## config.mk

```make
export PLATFORM = sky130hd
export DESIGN_NAME = dispatch_arbiter
export DESIGN_NICKNAME = d
export VERILOG_FILES = /design/src/rtl/dispatch_arbiter_pkg.sv /design/src/rtl/rob_tag_alloc.sv /design/src/rtl/dispatch_arbiter.sv
export SDC_FILE = /design/constraint.sdc
export NUM_CORES = 1
export LEC_CHECK = 0
export BUFFER_PORTS_ARGS = -buffer_cell sky130_fd_sc_hd__buf_2
export CAP_MARGIN = 20
export CELL_PAD_IN_SITES_DETAIL_PLACEMENT = 0
export CELL_PAD_IN_SITES_GLOBAL_PLACEMENT = 1
export CORE_MARGIN = 4
export CORE_UTILIZATION = 39
export CTS_CLUSTER_DIAMETER = 40
export DETAILED_ROUTE_END_ITERATION = 8
export GPL_TIMING_DRIVEN = 1
export PLACE_DENSITY = 0.88
export SLEW_MARGIN = 5
export SYNTH_ARGS = -nofsm -noshare
export SYNTH_HDL_FRONTEND = slang
export SYNTH_HIERARCHICAL = 1
export SYNTH_SLANG_ARGS = --single-unit
```

## constraint.sdc

```tcl
create_clock -name clk -period 4.54 [get_ports clk]
set_clock_uncertainty 0.2 [all_clocks]
set_input_delay 1.135 -clock clk [delete_from_list [all_inputs] [get_ports clk]]
set_output_delay 1.135 -clock clk [all_outputs]
set_load 0.01 [all_outputs]
```

## src/rtl/dispatch_arbiter_pkg.sv

```systemverilog
// rtl/dispatch_arbiter_pkg.sv - shared opcode constants, FSM states and ROB sizing
package dispatch_arbiter_pkg;

    localparam logic [4:0] OP_NOP    = 5'b11111;
    localparam logic [4:0] OP_MEM_LO = 5'd10;
    localparam logic [4:0] OP_MEM_HI = 5'd17;

    localparam int ROB_DEPTH_DEF = 8;

    typedef enum logic [1:0] {
        RUN   = 2'd0,
        STALL = 2'd1,
        FLUSH = 2'd2
    } state_t;

    function automatic logic is_mem_op(input logic [4:0] op);
        return (op >= OP_MEM_LO) && (op <= OP_MEM_HI);
    endfunction

endpackage

```

## src/rtl/rob_tag_alloc.sv

```systemverilog
// rtl/rob_tag_alloc.sv - ROB tag allocation pointer and occupancy counter
// Ports:
//   clk, rst        clock, synchronous active-low reset
//   i_alloc         one tag allocated this cycle
//   i_commit        one ROB entry retired this cycle
//   i_flush         clear pointer and occupancy (wins over alloc/commit)
//   o_alloc_ptr     tag handed to the next allocation
//   o_rob_count     occupied entries, 0..ROB_DEPTH
//   o_rob_full      registered, high when occupancy equals ROB_DEPTH
module rob_tag_alloc
    import dispatch_arbiter_pkg::*;
#(
    parameter int ROB_DEPTH = ROB_DEPTH_DEF,
    parameter int TAG_W     = $clog2(ROB_DEPTH)
) (
    input  logic             clk,
    input  logic             rst,
    input  logic             i_alloc,
    input  logic             i_commit,
    input  logic             i_flush,
    output logic [TAG_W-1:0] o_alloc_ptr,
    output logic [TAG_W:0]   o_rob_count,
    output logic             o_rob_full
);

    localparam logic [TAG_W:0]   DEPTH_C = (TAG_W+1)'(ROB_DEPTH);
    localparam logic [TAG_W:0]   CNT_ONE = (TAG_W+1)'(1);
    localparam logic [TAG_W-1:0] TAG_ONE = TAG_W'(1);

    logic [TAG_W-1:0] r_alloc_ptr;
    logic [TAG_W:0]   r_rob_count;
    logic             r_rob_full;
    logic             w_commit;
    logic [TAG_W:0]   w_count_nxt;

    // A commit against an empty ROB is spurious and dropped.
    assign w_commit = i_commit && (r_rob_count != '0);

    always_comb begin
        w_count_nxt = r_rob_count;
        if (i_alloc && !w_commit) begin
            w_count_nxt = r_rob_count + CNT_ONE;
        end else if (!i_alloc && w_commit) begin
            w_count_nxt = r_rob_count - CNT_ONE;
        end
    end

    always_ff @(posedge clk) begin
        if (!rst) begin
            r_alloc_ptr <= '0;
            r_rob_count <= '0;
            r_rob_full  <= 1'b0;
        end else if (i_flush) begin
            r_alloc_ptr <= '0;
            r_rob_count <= '0;
            r_rob_full  <= 1'b0;
        end else begin
            // Power-of-two depth: natural wrap of the pointer is the modulo.
            if (i_alloc) begin
                r_alloc_ptr <= r_alloc_ptr + TAG_ONE;
            end
            r_rob_count <= w_count_nxt;
            r_rob_full  <= (w_count_nxt == DEPTH_C);
        end
    end

    assign o_alloc_ptr = r_alloc_ptr;
    assign o_rob_count = r_rob_count;
    assign o_rob_full  = r_rob_full;

endmodule

```

## src/rtl/dispatch_arbiter.sv

```systemverilog
// rtl/dispatch_arbiter.sv - steers queue head to ALU RS or LSB and allocates ROB tags
// Ports:
//   clk, rst                      clock, synchronous active-low reset
//   iq_valid, iq_op..iq_has_imm   instruction queue head
//   iq_ready                      combinational pop strobe back to the queue
//   rs_full, lsb_full             target back-pressure
//   rob_commit, flush             ROB retire, mispredict flush
//   rs_valid, lsb_valid           registered one-cycle dispatch strobes
//   disp_*                        registered dispatched fields and ROB tag
//   rob_full, rob_count           ROB occupancy
//   stall_cnt                     saturating count of cycles spent in STALL
module dispatch_arbiter
    import dispatch_arbiter_pkg::*;
#(
    parameter int ROB_DEPTH    = ROB_DEPTH_DEF,
    parameter int TAG_W        = $clog2(ROB_DEPTH),
    parameter int FLUSH_CYCLES = 2
) (
    input  logic             clk,
    input  logic             rst,
    input  logic             iq_valid,
    input  logic [4:0]       iq_op,
    input  logic [4:0]       iq_rs1,
    input  logic [4:0]       iq_rs2,
    input  logic [4:0]       iq_rd,
    input  logic [31:0]      iq_imm,
    input  logic             iq_has_imm,
    output logic             iq_ready,
    input  logic             rs_full,
    input  logic             lsb_full,
    input  logic             rob_commit,
    input  logic             flush,
    output logic             rs_valid,
    output logic             lsb_valid,
    output logic [4:0]       disp_op,
    output logic [4:0]       disp_rs1,
    output logic [4:0]       disp_rs2,
    output logic [4:0]       disp_rd,
    output logic [31:0]      disp_imm,
    output logic             disp_has_imm,
    output logic [TAG_W-1:0] disp_tag,
    output logic             rob_full,
    output logic [TAG_W:0]   rob_count,
    output logic [15:0]      stall_cnt
);

    localparam logic [TAG_W:0] DEPTH_C   = (TAG_W+1)'(ROB_DEPTH);
    localparam logic [7:0]     FLUSH_END = 8'(FLUSH_CYCLES - 1);

    state_t           r_state;
    state_t           w_state_nxt;
    logic [7:0]       r_flush_cnt;

    logic             r_rs_valid;
    logic             r_lsb_valid;
    logic [4:0]       r_disp_op;
    logic [4:0]       r_disp_rs1;
    logic [4:0]       r_disp_rs2;
    logic [4:0]       r_disp_rd;
    logic [31:0]      r_disp_imm;
    logic             r_disp_has_imm;
    logic [TAG_W-1:0] r_disp_tag;
    logic [15:0]      r_stall_cnt;

    logic             w_is_nop;
    logic             w_is_mem;
    logic             w_tgt_ready;
    logic             w_rob_space;
    logic             w_accept;
    logic             w_dispatch;
    logic [TAG_W-1:0] w_alloc_ptr;
    logic [TAG_W:0]   w_rob_count;
    logic             w_rob_full;

    assign w_is_nop    = (iq_op == OP_NOP);
    assign w_is_mem    = is_mem_op(iq_op);
    assign w_tgt_ready = w_is_mem ? !lsb_full : !rs_full;
    assign w_rob_space = (w_rob_count < DEPTH_C);

    // NOPs are popped regardless of back-pressure since they consume nothing.
    assign w_accept   = rst && !flush && (r_state != FLUSH) && iq_valid &&
                        (w_is_nop || (w_tgt_ready && w_rob_space));
    assign w_dispatch = w_accept && !w_is_nop;
    assign iq_ready   = w_accept;

    rob_tag_alloc #(
        .ROB_DEPTH (ROB_DEPTH),
        .TAG_W     (TAG_W)
    ) u_rob_tag_alloc (
        .clk         (clk),
        .rst         (rst),
        .i_alloc     (w_dispatch),
        .i_commit    (rob_commit),
        .i_flush     (flush),
        .o_alloc_ptr (w_alloc_ptr),
        .o_rob_count (w_rob_count),
        .o_rob_full  (w_rob_full)
    );

    always_ff @(posedge clk) begin
        if (!rst) begin
            r_state     <= RUN;
            r_flush_cnt <= '0;
        end else begin
            r_state <= w_state_nxt;
            // Re-flushing inside FLUSH restarts the drain from zero.
            if (flush) begin
                r_flush_cnt <= '0;
            end else if (r_state == FLUSH) begin
                r_flush_cnt <= r_flush_cnt + 8'd1;
            end
        end
    end

    always_comb begin
        w_state_nxt = r_state;
        case (r_state)
            RUN: begin
                if (iq_valid && !w_is_nop && !w_accept) begin
                    w_state_nxt = STALL;
                end
            end
            STALL: begin
                if (w_accept) begin
                    w_state_nxt = RUN;
                end
            end
            FLUSH: begin
                if (r_flush_cnt == FLUSH_END) begin
                    w_state_nxt = RUN;
                end
            end
            default: w_state_nxt = RUN;
        endcase
        if (flush) begin
            w_state_nxt = FLUSH;
        end
    end

    always_ff @(posedge clk) begin
        if (!rst) begin
            r_rs_valid     <= 1'b0;
            r_lsb_valid    <= 1'b0;
            r_disp_op      <= OP_NOP;
            r_disp_rs1     <= '0;
            r_disp_rs2     <= '0;
            r_disp_rd      <= '0;
            r_disp_imm     <= '0;
            r_disp_has_imm <= 1'b0;
            r_disp_tag     <= '0;
            r_stall_cnt    <= '0;
        end else begin
            r_rs_valid  <= w_dispatch && !w_is_mem;
            r_lsb_valid <= w_dispatch && w_is_mem;
            if (w_dispatch) begin
                r_disp_op      <= iq_op;
                r_disp_rs1     <= iq_rs1;
                r_disp_rs2     <= iq_rs2;
                r_disp_rd      <= iq_rd;
                r_disp_imm     <= iq_imm;
                r_disp_has_imm <= iq_has_imm;
                r_disp_tag     <= w_alloc_ptr;
            end
            // Counts the accepting STALL cycle too, so a stall of N blocked
            // cycles plus the release cycle reads N+1 minus the RUN entry cycle.
            if ((r_state == STALL) && (r_stall_cnt != 16'hFFFF)) begin
                r_stall_cnt <= r_stall_cnt + 16'd1;
            end
        end
    end

    assign rs_valid     = r_rs_valid;
    assign lsb_valid    = r_lsb_valid;
    assign disp_op      = r_disp_op;
    assign disp_rs1     = r_disp_rs1;
    assign disp_rs2     = r_disp_rs2;
    assign disp_rd      = r_disp_rd;
    assign disp_imm     = r_disp_imm;
    assign disp_has_imm = r_disp_has_imm;
    assign disp_tag     = r_disp_tag;
    assign rob_full     = w_rob_full;
    assign rob_count    = w_rob_count;
    assign stall_cnt    = r_stall_cnt;

endmodule

```

# After elaboration in Yosys (flattened, before gate mapping)
# Index checks and enable logic that the tools add are counted.
dict set report classes {
  addsub 5
  eq_ne 13
  n_reduce_logical 29
  magnitude_cmp 3
  n_bitwise 1
  mux 8
}
# cell n
set ops {}
lappend ops {{16-bit by 1-bit adder with 16-bit output (second input constant)} 1}
lappend ops {{16-bit != test (second input constant)} 1}
lappend ops {{1-bit logical AND} 15}
lappend ops {{8-bit by 1-bit adder with 8-bit output (second input constant)} 1}
lappend ops {{8-bit by 1-bit == test with 1-bit output (second input constant)} 1}
lappend ops {{1-bit logical NOT} 8}
lappend ops {{2-bit 2-to-1 mux} 4}
lappend ops {{4-bit 2-to-1 mux} 2}
lappend ops {{2-bit != test (second input constant)} 3}
lappend ops {{3-bit != test (second input constant)} 2}
lappend ops {{2-bit case mux with 3 select lines} 1}
lappend ops {{3-bit AND reduction} 2}
lappend ops {{5-bit == test (second input constant)} 1}
lappend ops {{5-bit by 4-bit >= comparator with 1-bit output (second input constant)} 1}
lappend ops {{5-bit <= comparator (second input constant)} 1}
lappend ops {{4-bit by 1-bit adder with 4-bit output (second input constant)} 1}
lappend ops {{4-bit == test (second input constant)} 1}
lappend ops {{4-bit < comparator (second input constant)} 1}
lappend ops {{4-bit nonzero test} 1}
lappend ops {{4-bit by 1-bit subtractor with 4-bit output (second input constant)} 1}
lappend ops {{3-bit by 1-bit adder with 3-bit output (second input constant)} 1}
lappend ops {{3-bit by 2-bit != test with 1-bit output (second input constant)} 1}
lappend ops {{2-bit by 1-bit == test with 1-bit output (second input constant)} 1}
lappend ops {{2-bit == test (second input constant)} 1}
lappend ops {{other kinds (6)} 6}
dict set report totals {
  word_cells 75
  ff_bits 92
  in_bits 60
  output_inout_bits 80
}

# Logic depth before layout (Yosys ltp)
# Gate-level depths: netlist of the first run.
dict set report logic_depth {
  ltp_word 12
  mapped_depth 15
  mapped_depth_nobuf 10
}

# Hierarchy
# Netlist of the first run, hierarchy kept.
# module n_inst area_each_um2 cells_per_inst seq_area_each_um2
set by_module_without_submodules {}
lappend by_module_without_submodules {dispatch_arbiter 1 3503.4 403 1681.6}
lappend by_module_without_submodules {rob_tag_alloc 1 495.5 54 160.2}

# Worst setup path before layout of the first run
# Ideal clock, no wire load.
dict set report synth_timing {
  path_type {in2reg}
  start {input port rst}
  end {register u_rob_tag_alloc.r_rob_full (netlist: u_rob_tag_alloc/o_rob_full)}
  slack_ns 1.015
  setup_time_ns 0.061
  t_arrival_ns 3.264
  path_buffers 6
  required_ns 4.279
  path_stages 15
  cell_sequence {buf_2 nand2b_1 buf_6 or3b_1 buf_2 nor2b_2 buf_4 nand2_4 clkinv_8 buf_8 buf_2 nand4_1 mux2i_1 xor2_1 and4b_1}
}
dict set report synth_via {
  elab_chain_cells 10
  word_cells_on_any_way 13
  cone_classes {eq/ne (1); mux (2); bitwise (1); reduce/logical (9)}
}
# item line_no
set synth_lines {}
lappend synth_lines {{start, declared} dispatch_arbiter.sv:20} ;# input logic rst,
lappend synth_lines {{1-bit logical AND (*) (4 in a row)} dispatch_arbiter.sv:81} ;# assign w_accept = rst && !flush && (r_state != FLUSH) && iq_valid &&
lappend synth_lines {{1-bit logical AND (*)} dispatch_arbiter.sv:83} ;# assign w_dispatch = w_accept && !w_is_nop;
lappend synth_lines {{via w_dispatch} dispatch_arbiter.sv:70} ;# logic w_dispatch;
lappend synth_lines {{1-bit logical NOT} rob_tag_alloc.sv:43} ;# end else if (!i_alloc && w_commit) begin
lappend synth_lines {{1-bit logical AND} rob_tag_alloc.sv:43}
lappend synth_lines {{4-bit 2-to-1 mux} rob_tag_alloc.sv:43}
lappend synth_lines {{4-bit 2-to-1 mux (*)} rob_tag_alloc.sv:41} ;# if (i_alloc && !w_commit) begin
lappend synth_lines {{4-bit == test (*)} rob_tag_alloc.sv:63} ;# r_rob_full <= (w_count_nxt == DEPTH_C);
lappend synth_lines {{end signal, assigned} rob_tag_alloc.sv:63}
lappend synth_lines {{end, declared} rob_tag_alloc.sv:32} ;# logic r_rob_full;
# Mark *: on every way through the listed nets, which the timed path passes. The rest lies on a longest branch.
# A chain may end at the register's enable or synchronous reset.

# Final worst setup path of the first run
dict set report layout_timing {
  start {input port iq_op[1]}
  end {output port iq_ready}
}
dict set report layout_via {
  elab_chain_cells 6
  word_cells_on_any_way 8
  cone_classes {order compare (2); eq/ne (1); mux (1); reduce/logical (4)}
}
# item line_no
set layout_lines {}
lappend layout_lines {{start, declared} dispatch_arbiter.sv:22} ;# input logic [4:0] iq_op,
lappend layout_lines {{5-bit by 4-bit >= comparator with 1-bit output or 5-bit <= comparator (tied branches)} dispatch_arbiter_pkg.sv:17} ;# return (op >= OP_MEM_LO) && (op <= OP_MEM_HI);
lappend layout_lines {{1-bit logical AND} dispatch_arbiter_pkg.sv:17}
lappend layout_lines {{1-bit 2-to-1 mux} dispatch_arbiter.sv:77} ;# assign w_tgt_ready = w_is_mem ? !lsb_full : !rs_full;
lappend layout_lines {{1-bit logical AND} dispatch_arbiter.sv:82} ;# (w_is_nop || (w_tgt_ready && w_rob_space));
lappend layout_lines {{1-bit logical OR (*)} dispatch_arbiter.sv:82}
lappend layout_lines {{1-bit logical AND (*)} dispatch_arbiter.sv:81}
lappend layout_lines {{end, declared} dispatch_arbiter.sv:28} ;# output logic iq_ready,
# Mark *: on every way between the ends. The rest lies on a longest branch, timed or not.

==> flow_metrics.tcl, run 1 <==
set metrics [dict create \
    status "complete, no violations" \
    setup_viol 0 \
    switching_share_pct 25.9 \
    clock.fmax_ghz 0.260 \
    tns_ns 0 \
    dieArea_mm2 0.0119 \
    initial_core_util_pct 40.5 \
    p_clk_share_pct 36.2 \
    diodes 0 \
    clkLatencyLatePin_ns 0.35 \
    cp.arrival_ns 2.51 \
    cts_sinks 92 \
    synth_area_per_cell_um2 8.75 \
    p_leak_nw 2.25 \
    die_h_um 109 \
    hold_class "reg2reg" \
    cp-start-kind "input pin" \
    rsz0062_at_grt "no" \
    layout_min_cycle_time_ns 3.84 \
    grt_pass1_wl_um 15800 \
    first_iter_violations 250 \
    synth-seq-cells 92 \
    syn_to_final_growth_pct 22.5 \
    p_int_mw 1.15 \
    dr_total_vias 3554 \
    hold_viol_final 0 \
    combPwrFrac_pct 9.5 \
    ios 140 \
    drc 0 \
    drive_gt1_share_pct 30.4 \
    vdd_drop_max_mv 0.150 \
    relSlewSlack_pct 48.3 \
    slowest_delay_ns 0.44 \
    cp_num_buf_inv 2 \
    cts_buffers 9 \
    crit_family "multiplexers" \
    grt_max_degree 80 \
    hpwl_um 6980 \
    final_antenna_net_count 0 \
    path_cells "buf_2, nor2_1, mux2i_1, mux2i_1, a21oi_1, buf_2" \
    viasPerCell 4.95 \
    yosysUniqueCellTypes 53 \
    syn-instance-count 457 \
    yosysWarnings 6 \
    fin_cells 718 \
    p_seq_share_pct 54.3 \
    antenna_found_initial 0 \
    grtUsageTotal_pct 16.4 \
    powerDensity_mw_per_mm2 315 \
    post_cts_buffers 0 \
    synth_area_leader_cell "dfxtp_1" \
    htreeDepth 3 \
    cts_hold_buffers 0 \
    drt-wirelength-per-cell_um 13.9 \
    worstSetupEndpointType "primary output" \
    cts_resized 0 \
    crit_path_max_fanout 5 \
    clk_pin_slew_worst_paths_ns 0.09 \
    dp.cells 702 \
    max_cap_viol_count 0 \
    switchingPower_mw 0.399 \
    crit_required_ns 3.20 \
    worst_pin_slew_ns 0.775 \
    cts.path.max_buffers 2 \
    die_w_um 109 \
    critPathSlowestCell "mux2i_1" \
    ys_seq_area_share_pct 46.1 \
    syn_area_mm2 0.00400 \
    grt_overflow 0 \
    crit_type "in2out" \
    root_buffer "clkbuf_8" \
    nNetsFinal 646 \
    synthesis.nets 523 \
    synthTopCellsByArea "dfxtp_1, nand3_1, nand2_1, o21ai_1, xor2_1" \
    slew_viol_final 0 \
    drtPass1Iterations 4 \
    core-area_mm2 0.00986 \
    cts_tree "done" \
    rows 36 \
    netlist.area_leader.share_pct 46.1 \
    place.port_buffers 139 \
    grt_pass1_vias 3291 \
    fin_crit_sh_pct 84.7 \
    finalWirelength_um 10000 \
    place_congestion 0.771 \
]
## routing by layer
metal	vias to the layer above	routed length [um]	global-route usage (%)
met5	-	0	0
met3	7	661	3.61
met1	1637	4560	22.1
met2	96	4700	26.6
met4	0	77	4.54
li1	1814	-	-
## cell usage in the layout (no fill, tap or decap), drive strengths merged, types with 4 or more instances in the layout
cell type / n
nand2b: 5
ha: 6
nor3: 8
nand2: 69
nor2b: 7
dfxtp: 92
nand4: 5
nor2: 23
xor2: 15
xnor2: 7
nand3: 60
mux2i: 12
a31oi: 4
o21ai: 52
nor4: 7
inv: 12
and2: 11
clkbuf: 10
buf: 142
and3: 6
a21oi: 4
## registers in the layout, summed over array words and instances, names as in the netlist, 4 cells and up
signal / count
disp_rs2: 5
disp_imm: 32
disp_op: 5
disp_rd: 5
r_flush_cnt: 8
stall_cnt: 16
disp_rs1: 5
u_rob_tag_alloc/o_rob_count: 4
## power by group through the flow
| stage | clock network [mW] | registers, mW | logic (mW) |
|---|---|---|---|
| detailed placement | 0 | 0.857 | 0.149 |
| finish | 0.559 | 0.839 | 0.147 |
| CTS | 0.576 | 0.839 | 0.149 |
| global placement | 0 | 0.857 | 0.146 |
| floorplan | 0 | 0.865 | 0.0815 |
| global route | 0.608 | 0.842 | 0.163 |
## worst reg2reg max path, stage by stage (launching register included)
cell	delay, ns
dfxtp_1	0.38
nor2b_1	0.39
or3b_1	0.34
nor2b_4	0.08
nand2_4	0.13
clkinv_8	0.22
nor2_1	0.28
nand2_1	0.06
mux2i_1	0.16
xor2_1	0.18
and4b_1	0.20
## kinds of logic after synthesis
group           synth area share, %
xor+xnor                       4.82
mux                            3.94
buf+inv                        6.07
fa+ha+maj                      1.88
simple gates                   25.9
flops                          46.1
compound gates                 11.3
## per-stage QoR
stage / hold WS [ns] / power (mW) / util [%] / setup WS (ns) / instance area (um^2)
CTS: 0.256 / 1.56 / 49.7 / 0.673 / 4900
detailed placement: 0.237 / 1.01 / 47.6 / 0.676 / 4700
global placement: 0.233 / 1.00 / 47.6 / 0.749 / 4700
finish: 0.252 / 1.54 / 49.7 / 0.696 / 4900
floorplan: 0.229 / 0.946 / - / 1.01 / 4000
global route: 0.265 / 1.61 / 49.7 / 0.601 / 4900
## area by class of cell
cell class	instances	area, um^2
repair buffers	142	718
well taps	133	166
clock inverters	6	72.6
multi-input cells	324	1920
clock buffers	10	128
flip-flops and latches	92	1840
inverters	11	53.8
fillers	993	4960
## Yosys cell counts (all sizes together)
cell type and n:
o221a 1, o31ai 1, nand3b 1, nor3 8, nor2 23, a22oi 1
nand2b 5, xnor2 7, buf 15, a31oi 4, nor4 7, inv 10
dfxtp 92, o211a 1, nand2 69, o21ai 52, mux2i 12, a21oi 4
xor2 15, mux2 3, nand4 5, a211oi 1, o31a 1, o211ai 1
and4b 1, o21a 2, or3 1, a41o 1, or3b 1, nand3 60
ha 6, clkbuf 15, o22ai 1, and3 6, nor4b 3, and4 1
clkinv 1, nor3b 1, nor2b 7, and2 11
## worst paths after layout
| path | start | end | slack [ns] | depth (start not counted) |
|---|---|---|---|---|
| max | iq_op[1] | iq_ready | 0.70 | 6 |
| min | disp_rd[3]$_SDFFE_PN0P_ | disp_rd[3]$_SDFFE_PN0P_ | 0.25 | 2 |
| max reg2reg | r_state[1]$_SDFFE_PN0P_ | u_rob_tag_alloc/o_rob_full$_SDFF_PP0_ | 1.86 | 10 |
| min reg2reg | disp_rd[3]$_SDFFE_PN0P_ | disp_rd[3]$_SDFFE_PN0P_ | 0.25 | 2 |
Note: power is estimated with default switching activity, not from simulation.
==> run 2, diff against run 1 <==
ABC_AREA = 1   (was unset)
CORE_UTILIZATION = 35   (was 39)
PLACE_DENSITY = 0.82   (was 0.88)
clock period = 3.6 ns   (was 4.54 ns; I/O delays follow)
==> run 2 against run 1 <==
  * Worst hold slack better by 0.015 ns
  * Wire length is 26% higher
  * Core utilization is 5.1 points lower
  * Power is 53% higher
  * Register-to-register slack worse by 0.70 ns
  * Die area is 33% higher
  * Via count is 32% higher
  * Sequential share of layout area is 6.7 points lower
  * Non-clock buffer count is 4 higher
  * Cell area is 22% higher
  * First-iteration DRC count is 21% lower
  * Largest power group unchanged
  * Clock-buffer cell count is 3 higher
==> flow_metrics.tcl, run 2 <==
set metrics [dict create \
    cp.arrival_ns 1.94 \
    rows 42 \
    final_common_cell "nand2_1" \
    slew_viol_final 0 \
    place_area_mm2 0.00565 \
    slowest_delay_ns 0.28 \
    diodes 0 \
    viasPerCell 4.38 \
    syn_to_final_growth_pct 23.0 \
    utilization_pct 44.6 \
    core-area_mm2 0.0134 \
    relSlewSlack_pct 54.7 \
    rsz0062_at_grt "no" \
    cts_hold_buffers 0 \
    drt-wirelength-per-cell_um 11.8 \
    hold_class "reg2reg" \
    clkLatencyLatePin_ns 0.34 \
    drc 0 \
    critPathSlowestCell "a21oi_1" \
    r2r-start "r_state[1]$_SDFFE_PN0P_" \
    first_iter_violations 198 \
    worst_pin_slew_ns 0.679 \
    grt_pass1_wl_um 20600 \
    cp-start-kind "input pin" \
    grtUsageTotal_pct 15.6 \
    worstReg2RegEnd "u_rob_tag_alloc/o_rob_full$_SDFF_PP0_" \
    syn-instance-count 770 \
    synth_area_per_cell_um2 6.30 \
    synthesis.nets 836 \
    htreeDepth 3 \
    crit_path_max_fanout 4 \
    worstSetupEndpointType "primary output" \
    r2r_cells 13 \
    synth_enable_flop_cells 0 \
    path_cells "buf_2, nor2_1, nand2_1, a21oi_1, nor2_4, o21a_1, buf_2" \
    crit_family "compound AO/OA/AOI/OAI gates" \
    place.port_buffers 139 \
    setup_viol 0 \
    nNetsFinal 958 \
    synth.most_common_cell "nand2_1" \
    synth-seq-cells 92 \
    grt_max_degree 62 \
    ys.flop_type "dfxtp_1" \
    die_h_um 126 \
    post_cts_buffers 0 \
    dr_total_vias 4695 \
    final_antenna_net_count 0 \
    synthTopCellsByArea "dfxtp_1, nand2_1, inv_1, nand4_1, nor2_1" \
    clk_pin_slew_worst_paths_ns 0.06 \
    grt_overflow 0 \
    cts_tree "done" \
    antenna_found_initial 0 \
    hpwl_um 8600 \
    place_congestion 0.833 \
    synth_area_leader_cell "dfxtp_1" \
    fin_crit_sh_pct 84.4 \
    yosysUniqueCellTypes 28 \
    die_w_um 126 \
    vdd_drop_max_mv 0.170 \
    cts_resized 0 \
    status "complete, no violations" \
    syn_area_mm2 0.00485 \
    cts_buffers 9 \
    p_leak_nw 3.16 \
    layout_common_cells "nand2_1, inv_1, buf_2, dfxtp_1, nor2_1" \
    worst_hold_path.num_cells 2 \
    yosysWarnings 6 \
    crit_top_cell "buf_2" \
    min_delay_worst_endpoint "disp_op[0]$_SDFFE_PN1P_" \
    grt_pass1_vias 4282 \
    powerDensity_mw_per_mm2 395 \
    cts.path.max_buffers 2 \
    crit_required_ns 2.50 \
    min_from "disp_op[0]$_SDFFE_PN1P_" \
    cts_sinks 92 \
    clock.fmax_ghz 0.329 \
    crit_type "in2out" \
    root_buffer "clkbuf_16" \
    cp_num_buf_inv 2 \
    nFillCells 1464 \
    largest_register_ffs 32 \
    dieArea_mm2 0.0158 \
    finalWirelength_um 12600 \
    hold_viol_final 0 \
    drtPass1Iterations 4 \
    tns_ns 0 \
    drive_gt1_share_pct 20.0 \
    layout_min_cycle_time_ns 3.04 \
    ys_seq_area_share_pct 37.9 \
    max_cap_viol_count 0 \
    r2r_setup_slack_ns 1.16 \
    initial_core_util_pct 36.2 \
    yosys-top-cells-count "nand2_1, inv_1, dfxtp_1" \
    design_area_mm2 0.00597 \
    ios 140 \
    netlist.area_leader.share_pct 37.9 \
    async_flop_share_pct 0 \
]
## run 2: kinds of logic after synthesis
kind of cell	synth area share [%]
compound gates	3.87
xor+xnor	1.80
fa+ha+maj	1.55
buf+inv	19.0
flops	37.9
simple gates	35.9
## run 2: metrics by stage
stage | instances | total power [mW] | hold slack, ns | worst slack (ns)
floorplan | 770 | 1.27 | 0.244 | 0.731
global placement | 1057 | 1.37 | 0.243 | 0.508
detailed placement | 1057 | 1.37 | 0.255 | 0.478
CTS | 1073 | 2.40 | 0.272 | 0.546
global route | 1073 | 2.47 | 0.289 | 0.451
finish | 1073 | 2.36 | 0.267 | 0.561
## run 2: layout make-up
cell class                 count  area, um^2  area share (%)
tap                          176         220            3.69
multi-input combinational    448        2110            35.3
inverter                     195         733            12.3
sequential                    92        1840            30.8
timing repair buffer         146         748            12.5
clock buffer                  13         280            4.69
clock inverter                 3        42.5           0.712
## run 2: worst max path at each step
| stage | depth (start not counted) | endpoint | startpoint | slack, ns |
|---|---|---|---|---|
| 4_1_cts | 7 | iq_ready | iq_op[1] | 0.55 |
| 2_1_floorplan | 7 | iq_ready | rst | 0.73 |
| 6_report | 7 | iq_ready | iq_op[1] | 0.56 |
| 3_3_place_gp | 17 | u_rob_tag_alloc/o_rob_full$_SDFF_PP0_ | flush | 0.51 |
| 5_1_grt | 7 | iq_ready | iq_op[1] | 0.45 |
| 3_5_place_dp | 17 | u_rob_tag_alloc/o_rob_full$_SDFF_PP0_ | flush | 0.48 |
## run 2: worst register-to-register path, cell delays in order, from the launching register on
cell     delay [ns]
dfxtp_1        0.31
inv_1          0.06
nor2_1         0.49
nor2_4         0.08
buf_4          0.28
nand3_2        0.13
inv_1          0.15
inv_2          0.13
nand3_2        0.11
nand3_1        0.11
nand2_1        0.07
nor2_1         0.11
nand2_1        0.07
nor2_2         0.07
## run 2: routing by layer
| layer | GRT usage (%) | share of wire, % | up-vias |
|---|---|---|---|
| met3 | 3.60 | 5.0 | 11 |
| met4 | 5.68 | 1.4 | 0 |
| met1 | 21.0 | 49 | 2039 |
| met5 | 0 | 0 | - |
| li1 | - | - | 2547 |
| met2 | 24.7 | 45 | 98 |
## run 2: power breakdown
part,internal [mW],switching [mW]
clock network,0.613,0.399
registers,1.05,0.0166
logic,0.104,0.180
total,1.76,0.596
==> run 3, diff against run 2 <==
clock period = 2.8 ns   (was 3.6 ns; I/O delays follow)
==> run 3 against run 2 <==
  * Highest routed layer unchanged
  * Non-clock buffer count grew 4
  * First-iteration DRC count grew 11%
  * Setup slack lost 0.36 ns
  * Sequential share of layout area is essentially flat
  * Critical endpoint unchanged
  * Clock power grew 20%
  * Largest power group unchanged
  * Core utilization is essentially flat
  * Critical path type unchanged
  * Global-route usage is essentially flat
  * Sequential cell count is the same
  * Clock-buffer cell count is the same
  * Cell area is essentially flat
  * Final cell count grew 0.28%
  * Worst hold slack lost 0.013 ns
==> flow_metrics.tcl, run 3 (same netlist as run 2, synthesis figures left out) <==
set metrics [dict create \
    status "complete, no violations" \
    core-area_mm2 0.0134 \
    post_cts_buffers 0 \
    grt_pass1_vias 4277 \
    drt-wirelength-per-cell_um 11.7 \
    syn_to_final_growth_pct 23.1 \
    fin_crit_sh_pct 92.7 \
    tns_ns 0 \
    layout_min_cycle_time_ns 2.59 \
    r2r-start "stall_cnt[1]$_SDFFE_PN0P_" \
    die_h_um 126 \
    crit_required_ns 1.90 \
    hpwl_um 8750 \
    largest_register_ffs 32 \
    worst_pin_slew_ns 0.665 \
    worst_hold_path.num_cells 2 \
    crit_path_max_fanout 4 \
    htreeDepth 3 \
    ios 140 \
    setup_viol 0 \
    clock.fmax_ghz 0.385 \
    final_antenna_net_count 0 \
    worst_hold_slack_ns 0.253 \
    min_delay_worst_endpoint "disp_op[0]$_SDFFE_PN1P_" \
    r2r_cells 7 \
    rsz0062_at_grt "no" \
    die_w_um 126 \
    diodes 0 \
    first_iter_violations 219 \
    p_leak_nw 3.16 \
    vdd_drop_max_mv 0.229 \
    antenna_found_initial 0 \
    root_buffer "clkbuf_16" \
    place_congestion 0.815 \
    finalWirelength_um 12600 \
    min_from "disp_op[0]$_SDFFE_PN1P_" \
    grt_pass1_wl_um 20700 \
    startpoint "iq_op[1]" \
    worstReg2RegEnd "stall_cnt[2]$_SDFFE_PN0P_" \
    cts_tree "done" \
    place_area_mm2 0.00568 \
    cp-start-kind "input pin" \
    grt_overflow 0 \
    design_area_mm2 0.00598 \
    nFillCells 1497 \
    max_cap_viol_count 0 \
    slew_viol_final 0 \
    r2r_setup_slack_ns 0.68 \
    worstSetupEndpointType "primary output" \
    layout_common_cells "nand2_1, inv_1, buf_2, dfxtp_1, nor2_1" \
    cts_buffers 9 \
    hold_viol_final 0 \
    cp.arrival_ns 1.69 \
    dieArea_mm2 0.0158 \
    dp_worst_setup_slack_ns 0.185 \
    hold_class "reg2reg" \
    rows 42 \
    power.total_mw 2.94 \
    clk_pin_slew_worst_paths_ns 0.06 \
    drc 0 \
    drtPass1Iterations 4 \
    crit_type "in2out" \
    grtUsageTotal_pct 15.7 \
    final_common_cell "nand2_1" \
    nNetsFinal 962 \
    cts_resized 0 \
    relSlewSlack_pct 55.6 \
    drive_gt1_share_pct 19.9 \
    powerDensity_mw_per_mm2 493 \
    place.port_buffers 139 \
    clkLatencyLatePin_ns 0.34 \
    cts_hold_buffers 0 \
    dr_total_vias 4767 \
    initial_core_util_pct 36.2 \
    cts.path.max_buffers 2 \
    viasPerCell 4.43 \
    setup_slack_ns 0.205 \
    cts_sinks 92 \
    grt_max_degree 62 \
]
[run 3: changes by cell type in the layout (fill, tap and decap cells not counted)]
cell / change
buf_12: +1
buf_4: +3
clkbuf_1: +3
clkbuf_8: -3
clkinvlp_4: -1
[run 3: critical path, stage by stage]
cell and delay [ns]:
buf_2 0.12, nor2_1 0.10, nand2_1 0.10, a21oi_1 0.25
nor2_4 0.08, o21a_1 0.19, buf_2 0.14
[run 3: worst max path at each step]
| stage | end | cells after the start |
|---|---|---|
| after floorplan | iq_ready | 7 |
| final | iq_ready | 7 |
| after global placement | iq_ready | 7 |
| after global routing | iq_ready | 7 |
| after CTS | iq_ready | 7 |
| after detailed placement | iq_ready | 7 |
[run 3: cell type report]
| class | instances | area, um^2 | area share (%) |
|---|---|---|---|
| multi-input cells | 448 | 2110 | 35.2 |
| clock inverters | 2 | 35.0 | 0.586 |
| flip-flops and latches | 92 | 1840 | 30.8 |
| repair buffers | 150 | 791 | 13.2 |
| inverters | 195 | 733 | 12.3 |
| well taps | 176 | 220 | 3.68 |
| clock buffers | 13 | 250 | 4.19 |
[run 3: per-layer routing]
| layer | vias up | GRT usage [%] | routed length, um |
|---|---|---|---|
| met5 | - | 0 | 0 |
| met4 | 0 | 5.43 | 168 |
| met3 | 11 | 3.05 | 704 |
| met2 | 102 | 25.1 | 5660 |
| met1 | 2091 | 21.2 | 6090 |
| li1 | 2563 | - | - |
[run 3: power by group]
group | switching (mW) | leakage [nW] | internal (mW) | total [mW]
logic | 0.232 | 2.28 | 0.140 | 0.372
registers | 0.0203 | 0.745 | 1.35 | 1.37
clock network | 0.494 | 0.140 | 0.712 | 1.21
[run 3: per-stage QoR]
step	std cells	utilization [%]
global placement	1060	42.4
CTS	1075	44.5
detailed placement	1060	42.4
floorplan	770	-
global route	1076	44.6
finish	1076	44.6
